===== config.mk =====
export PLATFORM = sky130hd
export DESIGN_NAME = cpu_wb_arbiter_flat
export DESIGN_NICKNAME = d
export VERILOG_FILES = /design/src/rtl/cpu_wb_arbiter_if.sv /design/src/rtl/cpu_wb_arbiter.sv /design/src/flat_wrapper.sv
export SDC_FILE = /design/constraint.sdc
export NUM_CORES = 1
export LEC_CHECK = 0
export BUFFER_PORTS_ARGS = -buffer_cell sky130_fd_sc_hd__buf_4
export CELL_PAD_IN_SITES_DETAIL_PLACEMENT = 0
export CELL_PAD_IN_SITES_GLOBAL_PLACEMENT = 1
export CORE_ASPECT_RATIO = 1.25
export CORE_MARGIN = 3
export CORE_UTILIZATION = 38
export CTS_CLUSTER_SIZE = 10
export DETAILED_ROUTE_END_ITERATION = 7
export GPL_TIMING_DRIVEN = 0
export PLACE_DENSITY_LB_ADDON = 0.1
export SLEW_MARGIN = 5
export SYNTH_ARGS = -nofsm -noshare
export SYNTH_HDL_FRONTEND = slang
export SYNTH_SLANG_ARGS = --single-unit

===== constraint.sdc =====
create_clock -name clock -period 2.47 [get_ports clock]
set_input_delay 0.3705 -clock clock [delete_from_list [all_inputs] [get_ports clock]]
set_output_delay 0.3705 -clock clock [all_outputs]
set_load 0.05 [all_outputs]

===== src/rtl/cpu_wb_arbiter_if.sv =====
`default_nettype none
// ============================================================================
// Module   : cpu_wb_arbiter_if
// Brief    : Pipeline/multi-cycle-unit/register-file bundle for the arbiter.
// Revision : 1.0 - initial release
// ============================================================================
interface cpu_wb_arbiter_if;
  logic        stall;
  logic [4:0]  p2_reg_a;
  logic [4:0]  p2_reg_b;
  logic        p2_use_a;
  logic        p2_use_b;
  logic [4:0]  p2_reg_d;
  logic        p2_write_en;
  logic        issue_valid;
  logic [4:0]  p4_reg_d;
  logic        p4_write_en;
  logic [31:0] p4_reg_data_d;
  logic        mc_valid;
  logic [4:0]  mc_reg_d;
  logic [31:0] mc_data;
  logic        mc_ready;
  logic [4:0]  rf_reg_d;
  logic        rf_write_en;
  logic [31:0] rf_data;
  logic        hazard_stall;
  logic        arb_stall;
  logic        sb_error;
  logic [31:0] pending;

  // Driven by the pipeline / multi-cycle unit side
  modport master (
    output stall, p2_reg_a, p2_reg_b, p2_use_a, p2_use_b, p2_reg_d,
           p2_write_en, issue_valid, p4_reg_d, p4_write_en, p4_reg_data_d,
           mc_valid, mc_reg_d, mc_data,
    input  mc_ready, rf_reg_d, rf_write_en, rf_data, hazard_stall,
           arb_stall, sb_error, pending
  );

  // The arbiter itself
  modport slave (
    input  stall, p2_reg_a, p2_reg_b, p2_use_a, p2_use_b, p2_reg_d,
           p2_write_en, issue_valid, p4_reg_d, p4_write_en, p4_reg_data_d,
           mc_valid, mc_reg_d, mc_data,
    output mc_ready, rf_reg_d, rf_write_en, rf_data, hazard_stall,
           arb_stall, sb_error, pending
  );
endinterface
`default_nettype wire


===== src/rtl/cpu_wb_arbiter.sv =====
`default_nettype none
// ============================================================================
// Module   : cpu_wb_arbiter
// Brief    : Register-file write-port arbiter between pipeline writeback and a
//            buffered multi-cycle result, with a pending-write scoreboard.
// Revision : 1.0 - initial release
// ============================================================================
module cpu_wb_arbiter #(
  parameter int unsigned STARVE_LIMIT = 3
) (
  input  wire              clock,
  input  wire              reset_n,
  cpu_wb_arbiter_if.slave  bus
);

  localparam logic [1:0] c_STARVE_LIMIT = 2'(STARVE_LIMIT);
  localparam logic [1:0] c_STARVE_MAX   = 2'd3;

  logic        r_hold_valid;
  logic [4:0]  r_hold_reg;
  logic [31:0] r_hold_data;
  logic [1:0]  r_starve_cnt;
  logic [31:0] r_pending;
  logic        r_sb_error;

  logic        w_pw;
  logic        w_force;
  logic        w_sel_hold;
  logic        w_sel_pipe;
  logic        w_xfer;
  logic        w_sb_set;
  logic        w_hazard;
  logic        w_err;
  logic [31:0] w_pending_nxt;

  assign w_pw    = bus.p4_write_en && !bus.stall && (bus.p4_reg_d != 5'd0);
  assign w_force = r_hold_valid && (r_starve_cnt == c_STARVE_LIMIT);

  // Hold wins when forced, or when the pipeline has nothing to write
  assign w_sel_hold = w_force || (!w_pw && r_hold_valid);
  assign w_sel_pipe = !w_force && w_pw;

  assign w_xfer = bus.mc_valid && !r_hold_valid;

  assign w_hazard = (bus.p2_use_a && r_pending[bus.p2_reg_a]) ||
                    (bus.p2_use_b && r_pending[bus.p2_reg_b]) ||
                    ((bus.p2_write_en || bus.issue_valid) && r_pending[bus.p2_reg_d]);

  assign w_sb_set = bus.issue_valid && !bus.stall && !bus.arb_stall && !w_hazard &&
                    (bus.p2_reg_d != 5'd0);

  assign w_err = (w_xfer && !r_pending[bus.mc_reg_d]) ||
                 (w_pw && r_pending[bus.p4_reg_d]);

  always_comb begin
    w_pending_nxt = r_pending;
    if (w_sel_hold) w_pending_nxt[r_hold_reg] = 1'b0;
    // A same-cycle set overrides the clear
    if (w_sb_set)   w_pending_nxt[bus.p2_reg_d] = 1'b1;
    w_pending_nxt[0] = 1'b0;
  end

  assign bus.mc_ready     = !r_hold_valid;
  assign bus.rf_reg_d     = w_sel_hold ? r_hold_reg  : bus.p4_reg_d;
  assign bus.rf_data      = w_sel_hold ? r_hold_data : bus.p4_reg_data_d;
  assign bus.rf_write_en  = (w_sel_hold && (r_hold_reg != 5'd0)) || w_sel_pipe;
  assign bus.arb_stall    = w_force && w_pw;
  assign bus.hazard_stall = w_hazard;
  assign bus.sb_error     = r_sb_error;
  assign bus.pending      = r_pending;

  always_ff @(posedge clock or negedge reset_n) begin
    if (!reset_n) begin
      r_hold_valid <= 1'b0;
      r_hold_reg   <= 5'd0;
      r_hold_data  <= 32'd0;
      r_starve_cnt <= 2'd0;
      r_pending    <= 32'd0;
      r_sb_error   <= 1'b0;
    end else begin
      if (w_sel_hold) begin
        r_hold_valid <= 1'b0;
      end else if (w_xfer) begin
        r_hold_valid <= 1'b1;
        r_hold_reg   <= bus.mc_reg_d;
        r_hold_data  <= bus.mc_data;
      end

      if (!r_hold_valid || w_sel_hold) begin
        r_starve_cnt <= 2'd0;
      end else if (r_starve_cnt != c_STARVE_MAX) begin
        r_starve_cnt <= r_starve_cnt + 2'd1;
      end

      r_pending <= w_pending_nxt;

      if (w_err) r_sb_error <= 1'b1;
    end
  end

endmodule
`default_nettype wire


===== src/flat_wrapper.sv =====
// flat-port wrapper written by rule: the top's interface ports become plain ports
module cpu_wb_arbiter_flat 
#(
  parameter int unsigned STARVE_LIMIT = 3
)
  (clock, reset_n, bus_stall, bus_p2_reg_a, bus_p2_reg_b, bus_p2_use_a, bus_p2_use_b, bus_p2_reg_d, bus_p2_write_en, bus_issue_valid, bus_p4_reg_d, bus_p4_write_en, bus_p4_reg_data_d, bus_mc_valid, bus_mc_reg_d, bus_mc_data, bus_mc_ready, bus_rf_reg_d, bus_rf_write_en, bus_rf_data, bus_hazard_stall, bus_arb_stall, bus_sb_error, bus_pending);
  cpu_wb_arbiter_if bus_i ();
  input  wire clock;
  input  wire reset_n;
  input wire logic [$bits(bus_i.stall)-1:0] bus_stall;
  input wire logic [$bits(bus_i.p2_reg_a)-1:0] bus_p2_reg_a;
  input wire logic [$bits(bus_i.p2_reg_b)-1:0] bus_p2_reg_b;
  input wire logic [$bits(bus_i.p2_use_a)-1:0] bus_p2_use_a;
  input wire logic [$bits(bus_i.p2_use_b)-1:0] bus_p2_use_b;
  input wire logic [$bits(bus_i.p2_reg_d)-1:0] bus_p2_reg_d;
  input wire logic [$bits(bus_i.p2_write_en)-1:0] bus_p2_write_en;
  input wire logic [$bits(bus_i.issue_valid)-1:0] bus_issue_valid;
  input wire logic [$bits(bus_i.p4_reg_d)-1:0] bus_p4_reg_d;
  input wire logic [$bits(bus_i.p4_write_en)-1:0] bus_p4_write_en;
  input wire logic [$bits(bus_i.p4_reg_data_d)-1:0] bus_p4_reg_data_d;
  input wire logic [$bits(bus_i.mc_valid)-1:0] bus_mc_valid;
  input wire logic [$bits(bus_i.mc_reg_d)-1:0] bus_mc_reg_d;
  input wire logic [$bits(bus_i.mc_data)-1:0] bus_mc_data;
  output wire logic [$bits(bus_i.mc_ready)-1:0] bus_mc_ready;
  output wire logic [$bits(bus_i.rf_reg_d)-1:0] bus_rf_reg_d;
  output wire logic [$bits(bus_i.rf_write_en)-1:0] bus_rf_write_en;
  output wire logic [$bits(bus_i.rf_data)-1:0] bus_rf_data;
  output wire logic [$bits(bus_i.hazard_stall)-1:0] bus_hazard_stall;
  output wire logic [$bits(bus_i.arb_stall)-1:0] bus_arb_stall;
  output wire logic [$bits(bus_i.sb_error)-1:0] bus_sb_error;
  output wire logic [$bits(bus_i.pending)-1:0] bus_pending;
  assign bus_i.stall = bus_stall;
  assign bus_i.p2_reg_a = bus_p2_reg_a;
  assign bus_i.p2_reg_b = bus_p2_reg_b;
  assign bus_i.p2_use_a = bus_p2_use_a;
  assign bus_i.p2_use_b = bus_p2_use_b;
  assign bus_i.p2_reg_d = bus_p2_reg_d;
  assign bus_i.p2_write_en = bus_p2_write_en;
  assign bus_i.issue_valid = bus_issue_valid;
  assign bus_i.p4_reg_d = bus_p4_reg_d;
  assign bus_i.p4_write_en = bus_p4_write_en;
  assign bus_i.p4_reg_data_d = bus_p4_reg_data_d;
  assign bus_i.mc_valid = bus_mc_valid;
  assign bus_i.mc_reg_d = bus_mc_reg_d;
  assign bus_i.mc_data = bus_mc_data;
  assign bus_mc_ready = bus_i.mc_ready;
  assign bus_rf_reg_d = bus_i.rf_reg_d;
  assign bus_rf_write_en = bus_i.rf_write_en;
  assign bus_rf_data = bus_i.rf_data;
  assign bus_hazard_stall = bus_i.hazard_stall;
  assign bus_arb_stall = bus_i.arb_stall;
  assign bus_sb_error = bus_i.sb_error;
  assign bus_pending = bus_i.pending;
  cpu_wb_arbiter #(.STARVE_LIMIT(STARVE_LIMIT)) u_core (.clock(clock), .reset_n(reset_n), .bus(bus_i));
endmodule

# After elaboration in Yosys (flattened, before gate mapping)
# Index checks and enable logic that the tools add are counted.
dict set report totals {
  register_bits 72
  output_inout_bits 74
  word_cells 82
  latchBits 0
  n_memories 0
  ramBits 0
  rom_bits 0
}
dict set report op_classes {
  n_addsub 1
  eq_ne 2
  magnitude_cmp 8
  shifts 0
  multipliers 0
  n_bitwise 4
  mux 22
  n_reduce_logical 39
  div 0
}
# cell count
set op_table {}
lappend op_table {{$mux W32} 3}
lappend op_table {{$lt A5 B6 Y1 const B} 6}
lappend op_table {{$and A32 B32 Y32} 1}
lappend op_table {{$not A32 Y32} 1}
lappend op_table {{$or A32 B32 Y32} 1}
lappend op_table {{$bmux W1 S5} 5}
lappend op_table {{$logic_and A1 B1 Y1} 19}
lappend op_table {{$reduce_bool A5 Y1} 3}
lappend op_table {{$demux W1 S5} 2}
lappend op_table {{$ge A5 B1 Y1 const B} 2}
lappend op_table {{$mux W1} 9}
lappend op_table {{$logic_not A1 Y1} 7}
lappend op_table {{$logic_or A1 B1 Y1} 7}
lappend op_table {{$mux W5} 1}
lappend op_table {{$mux W2} 2}
lappend op_table {{$reduce_bool A2 Y1} 2}
lappend op_table {{$add A2 B1 Y2 const B} 1}
lappend op_table {{$eq A2 B2 Y1 const B} 1}
lappend op_table {{$ne A2 B2 Y1 const B} 1}
lappend op_table {{$reduce_and A2 Y1} 1}
lappend op_table {{$not A1 Y1} 1}

# Longest topological paths before layout
dict set report logic_depth {
  depth_word 9
  mapped_depth 9
  mapped_depth_nobuf 6
}

# Worst setup path after synthesis
# No wires, ideal clock.
dict set report synth_path {
  kind {input to output}
  start {input port bus_p2_reg_b[1]}
  end {output port bus_hazard_stall}
  setup_slack_ns -0.256
  stages 7
  n_path_buf 2
  arrival_time_ns 2.356
  required_time_ns 2.099
  path_cell_list {buf_2 -> mux4_2 -> a22oi_1 -> o31ai_1 -> o2111ai_2 -> clkbuf_1 -> nand3_1}
}
dict set report synth_between {
  elab_chain_len 5
}
# element line
set synth_rtl {}
lappend synth_rtl {{from (decl)} flat_wrapper.sv:12} ;# input wire logic [$bits(bus_i.p2_reg_b)-1:0] bus_p2_reg_b;
lappend synth_rtl {{$bmux W1 S5} cpu_wb_arbiter.sv:46} ;# (bus.p2_use_b && r_pending[bus.p2_reg_b]) ||
lappend synth_rtl {{$mux W1 (not written as such)} cpu_wb_arbiter.sv:46}
lappend synth_rtl {{$logic_and A1 B1 Y1} cpu_wb_arbiter.sv:46}
lappend synth_rtl {{$logic_or A1 B1 Y1} cpu_wb_arbiter.sv:45} ;# assign w_hazard = (bus.p2_use_a && r_pending[bus.p2_reg_a]) ||
lappend synth_rtl {{$logic_or A1 B1 Y1} cpu_wb_arbiter.sv:46}
lappend synth_rtl {{to (decl)} flat_wrapper.sv:28} ;# output wire logic [$bits(bus_i.hazard_stall)-1:0] bus_hazard_stall;
# Every way passes these cells. The select of a mux whose other input is x is not followed.

# Worst setup path after layout
dict set report layout_path {
  start {register u_core.r_pending[31], in the netlist u_core.bus.pending[31]}
  end {output port bus_hazard_stall}
}
dict set report layout_between {
  elab_chain_len 5
  word_cells_on_any_way 11
}
# element line
set layout_rtl {}
lappend layout_rtl {{from (decl)} cpu_wb_arbiter.sv:23} ;# logic [31:0] r_pending;
lappend layout_rtl {{from (signal assigned)} cpu_wb_arbiter.sv:95} ;# r_pending <= w_pending_nxt;
lappend layout_rtl {{$bmux W1 S5 (on tied branches)} {cpu_wb_arbiter.sv:45, cpu_wb_arbiter.sv:46}}
lappend layout_rtl {{$mux W1 (on tied branches)} {cpu_wb_arbiter.sv:45, cpu_wb_arbiter.sv:46}}
lappend layout_rtl {{$logic_and A1 B1 Y1 (on tied branches)} {cpu_wb_arbiter.sv:45, cpu_wb_arbiter.sv:46}}
lappend layout_rtl {{$logic_or A1 B1 Y1} cpu_wb_arbiter.sv:45}
lappend layout_rtl {{$logic_or A1 B1 Y1 (*)} cpu_wb_arbiter.sv:46}
# Every way passes the cells marked *; elsewhere a longest branch is shown, timed or not. The select of a mux whose other input is x is not followed.

==> results by group <==
Synth
  • Mux contribution to synthesized area: 0.2812
  • Synth Area in XOR/XNOR: 0
  • Main area contributors after synthesis: dfrtp_1 35%, mux4_2 13%, nand2_1 11%
  • Synth cell types: 45
  • Yosys top cell by area: dfrtp_1
  • Number of synthesized flops with an enable pin: 0
  • Top-count cell post-synth: nand2_1
  • Syn avg cell area: 9.610 sq um
  • Simple-gate share of the synthesized area: 0.2097
  • Seq/Total Area, Yosys: 0.3524
  • Post-synth top cells: 152 x nand2_1, 72 x dfrtp_1, 40 x mux2_2
  • Seq cells post-synth: 72
  • Post-synthesis adder-cell area fraction: 0.002447
  • Synth top area share: 0.3524
  • Syn Nets: 631
  • Post-Synthesis Cells: 532
  • Largest family of logic cells by synthesized area: multiplexers
  • Async S/R FF share, synth: 1.000
  • Synth Cell Area: 5112 sq um
  • Top_reg_cell synth: dfrtp_1
  • Synth warn: 0
  • Synth Area in Compound Gates: 0.1133

Floorplanning
  • Std cell rows: 46
  • CORE AREA: 12,950 sq um
  • Die area: 14,890 sq um
  • I/O pins: 172
  • Starting density of the core: 0.3948
  • Die Ht: 135.7 um
  • DIE WIDTH: 109.7 um

STA
  • Fin. max-slew vios: 0
  • Period utilization: 1.070
  • Fmax: 378.4 MHz
  • Slew @ Worst Pin: 0.9778 ns
  • Hold Fails Final Rpt: 0
  • Rel. slew slack: 0.3481
  • Post-route setup slack: -0.1726 ns
  • Max Clock Skew: 0.007172 ns
  • RSZ-0062 raised after global routing: true
  • Final setup fails: 1
  • Minimum clock period: 2.643 ns

Drt
  • Avg WL per Cell: 19.98 um
  • WL met1: 6892 um
  • Met3 WL: 1336 um
  • Vias: 5,011
  • TritonRoute pass-1 iters: 4
  • Met2 WL: 9313 um
  • Post-route antenna net violation count: 0
  • Initial drt markers: 468
  • Remaining DRCs: 0
  • Vias per cell: 5.507
  • Final WL: 18,180 um
  • Highest metal used: met4

Global routing
  • GRT overflow: 0
  • Vias in the first global route: 4,959
  • Largest net degree at the start of global routing: 73
  • Overall routing resource usage: 0.2427
  • Initial antenna violation count: 0
  • First-pass GRT wire length: 27,140 um

Clocking
  • Clock slew at reported path FFs: 0.06 ns
  • Root buf cell: clkbuf_16
  • Num CTS Buffers: 9
  • Worst-Skew Late Latency: 0.34 ns
  • CTS tree: done
  • Clock sink count: 72
  • CTS Buffer Depth: 2
  • CTS H-tree lvls: 3
  • CTS Hold Bufs: 0

Finish
  • Final core utilization: 0.5683
  • Layout area overhead: 43.96%
  • Design area: 7360 sq um
  • Layout cells sized above 1: 0.5323
  • Nets: 836
  • Ant diodes: 0
  • Number of flip-flops under the largest register name: 32

Place
  • DP Area: 6598 sq um
  • Final Wtd Congestion: 0.9026
  • Port Buffers: 158
  • Post-DP HPWL: 13,030 um

Critical path
  • CP Class: flip-flop to primary output
  • Critical Path RT: 2.10 ns
  • Crit start category: flip-flop
  • Crit. End Element: primary output
  • Setup crit start: u_core.bus.pending[31]
  • FF-to-FF Start: u_core.bus.pending[31]
  • Arrival @ worst endpoint: 2.27 ns
  • Worst-path maximum fanout: 5

Outcome
  • Outcome: finished with violations
  • Failing checks: negative setup slack

Power
  • Pwr/cell area: 755.6 nW/um^2
  • VDD IR max: 0.4028 mV
  • Leak: 0.003267 uW

Job
  • Max Cap Viol: 0

Min path
  • Worst hold path class: input port to asynchronous set/reset pin
-- worst max-delay path, cell delays in order, from the launching register on --
cell and delay, ns:
dfrtp_2 0.44, mux4_2 0.48, mux4_2 0.49, nand2b_4 0.16
o2111ai_4 0.08, nand3_4 0.11, buf_8 0.17
-- metal layers --
metal  vias up  global-route usage
li1       2341                   -
met1      2385              0.2898
met2       246              0.4179
met3        39             0.04340
met4         0              0.1150
met5         -                   0
-- cell usage in the layout, fill, tap and decap left out, types with 2 or more instances in the layout --
master / Yosys / final
clkbuf_16: 0 / 10
o21ai_0: 29 / 29
buf_4: 1 / 179
o21ai_2: 27 / 27
or3_1: 3 / 2
dfrtp_2: 0 / 23
mux2_1: 2 / 2
o21ai_1: 12 / 11
clkbuf_1: 25 / 19
mux2_2: 40 / 40
or3b_1: 2 / 2
nand2b_1: 2 / 2
clkbuf_2: 0 / 3
mux4_1: 5 / 2
nand3b_1: 13 / 13
mux4_2: 29 / 32
buf_6: 4 / 20
nand2_1: 152 / 122
buf_8: 0 / 4
clkbuf_8: 0 / 4
nor2_1: 7 / 6
nand4_1: 2 / 2
nor3_1: 33 / 33
buf_1: 4 / 4
o22ai_1: 5 / 5
nand3_1: 7 / 6
clkinv_2: 0 / 2
buf_2: 8 / 5
nor2b_1: 7 / 7
nand2_2: 0 / 30
mux2i_1: 18 / 17
or3b_2: 2 / 2
dfrtp_1: 72 / 49
-- report_power, final --
group          switching (uW)  leakage (uW)  internal [uW]  total [uW]
Clock                     488      0.000130            705        1190
Sequential                279      0.000860           1420        1700
Combinational            1560       0.00228           1110        2670
Total                    2320       0.00327           3240        5560
-- cells by family (layout without fill, tap and decap cells) --
family	after synthesis	after routing
AOI/OAI and AO/OA	85	85
adders and majority gates	1	1
DFF	72	72
and+or+nand+nor	236	236
other	1	1
muxes	94	94
buffers and inverters	43	253
-- worst paths after layout --
path	slack, ns	cells past startpoint	end
max	-0.17	6	bus_hazard_stall
min	0.18	1	u_core.r_hold_data[12]
max reg2reg	0.12	9	u_core.bus.pending[14]
min reg2reg	0.43	1	u_core.r_starve_cnt[0]
max in group asynchronous	1.57	1	u_core.bus.pending[21]
min in group clock	0.27	2	u_core.r_hold_data[17]
-- metrics by stage --
step / std cells / total power [uW] / hold WS (ns) / TNS [ns] / setup slack, ns
final: 910 / 5561 / 0.1755 / -0.1726 / -0.1726
after global routing: 910 / 5805 / 0.2558 / -0.2198 / -0.2193
after CTS: 906 / 5528 / 0.2260 / -0.2351 / -0.2351
after detailed placement: 858 / 4085 / 0.4329 / -16.68 / -0.4567
after global placement: 858 / 4054 / 0.4223 / -15.27 / -0.4447
after floorplan: 532 / 3271 / 0.07491 / 0 / 0.01150
-- repair_timing --
| item | CTS | global route |
|---|---|---|
| endpoints found under the setup margin | 39 | 47 |
| setup buffers | 32 | 3 |
| gates resized for setup | 55 | 25 |
| cloned | 0 | 2 |
| pin swaps | 6 | 7 |
-- cell type report --
type	instances	area, sq um
Fill cell	1166	5590
Multi-Input combinational cell	417	3229
Sequential cell	72	1831
Timing Repair Buffer	195	1543
Buffer	41	275.3
Clock buffer	13	250.2
Tap cell	168	210.2
Clock inverter	3	17.52
Inverter	1	3.754
Power figures use the tool's default switching activity.
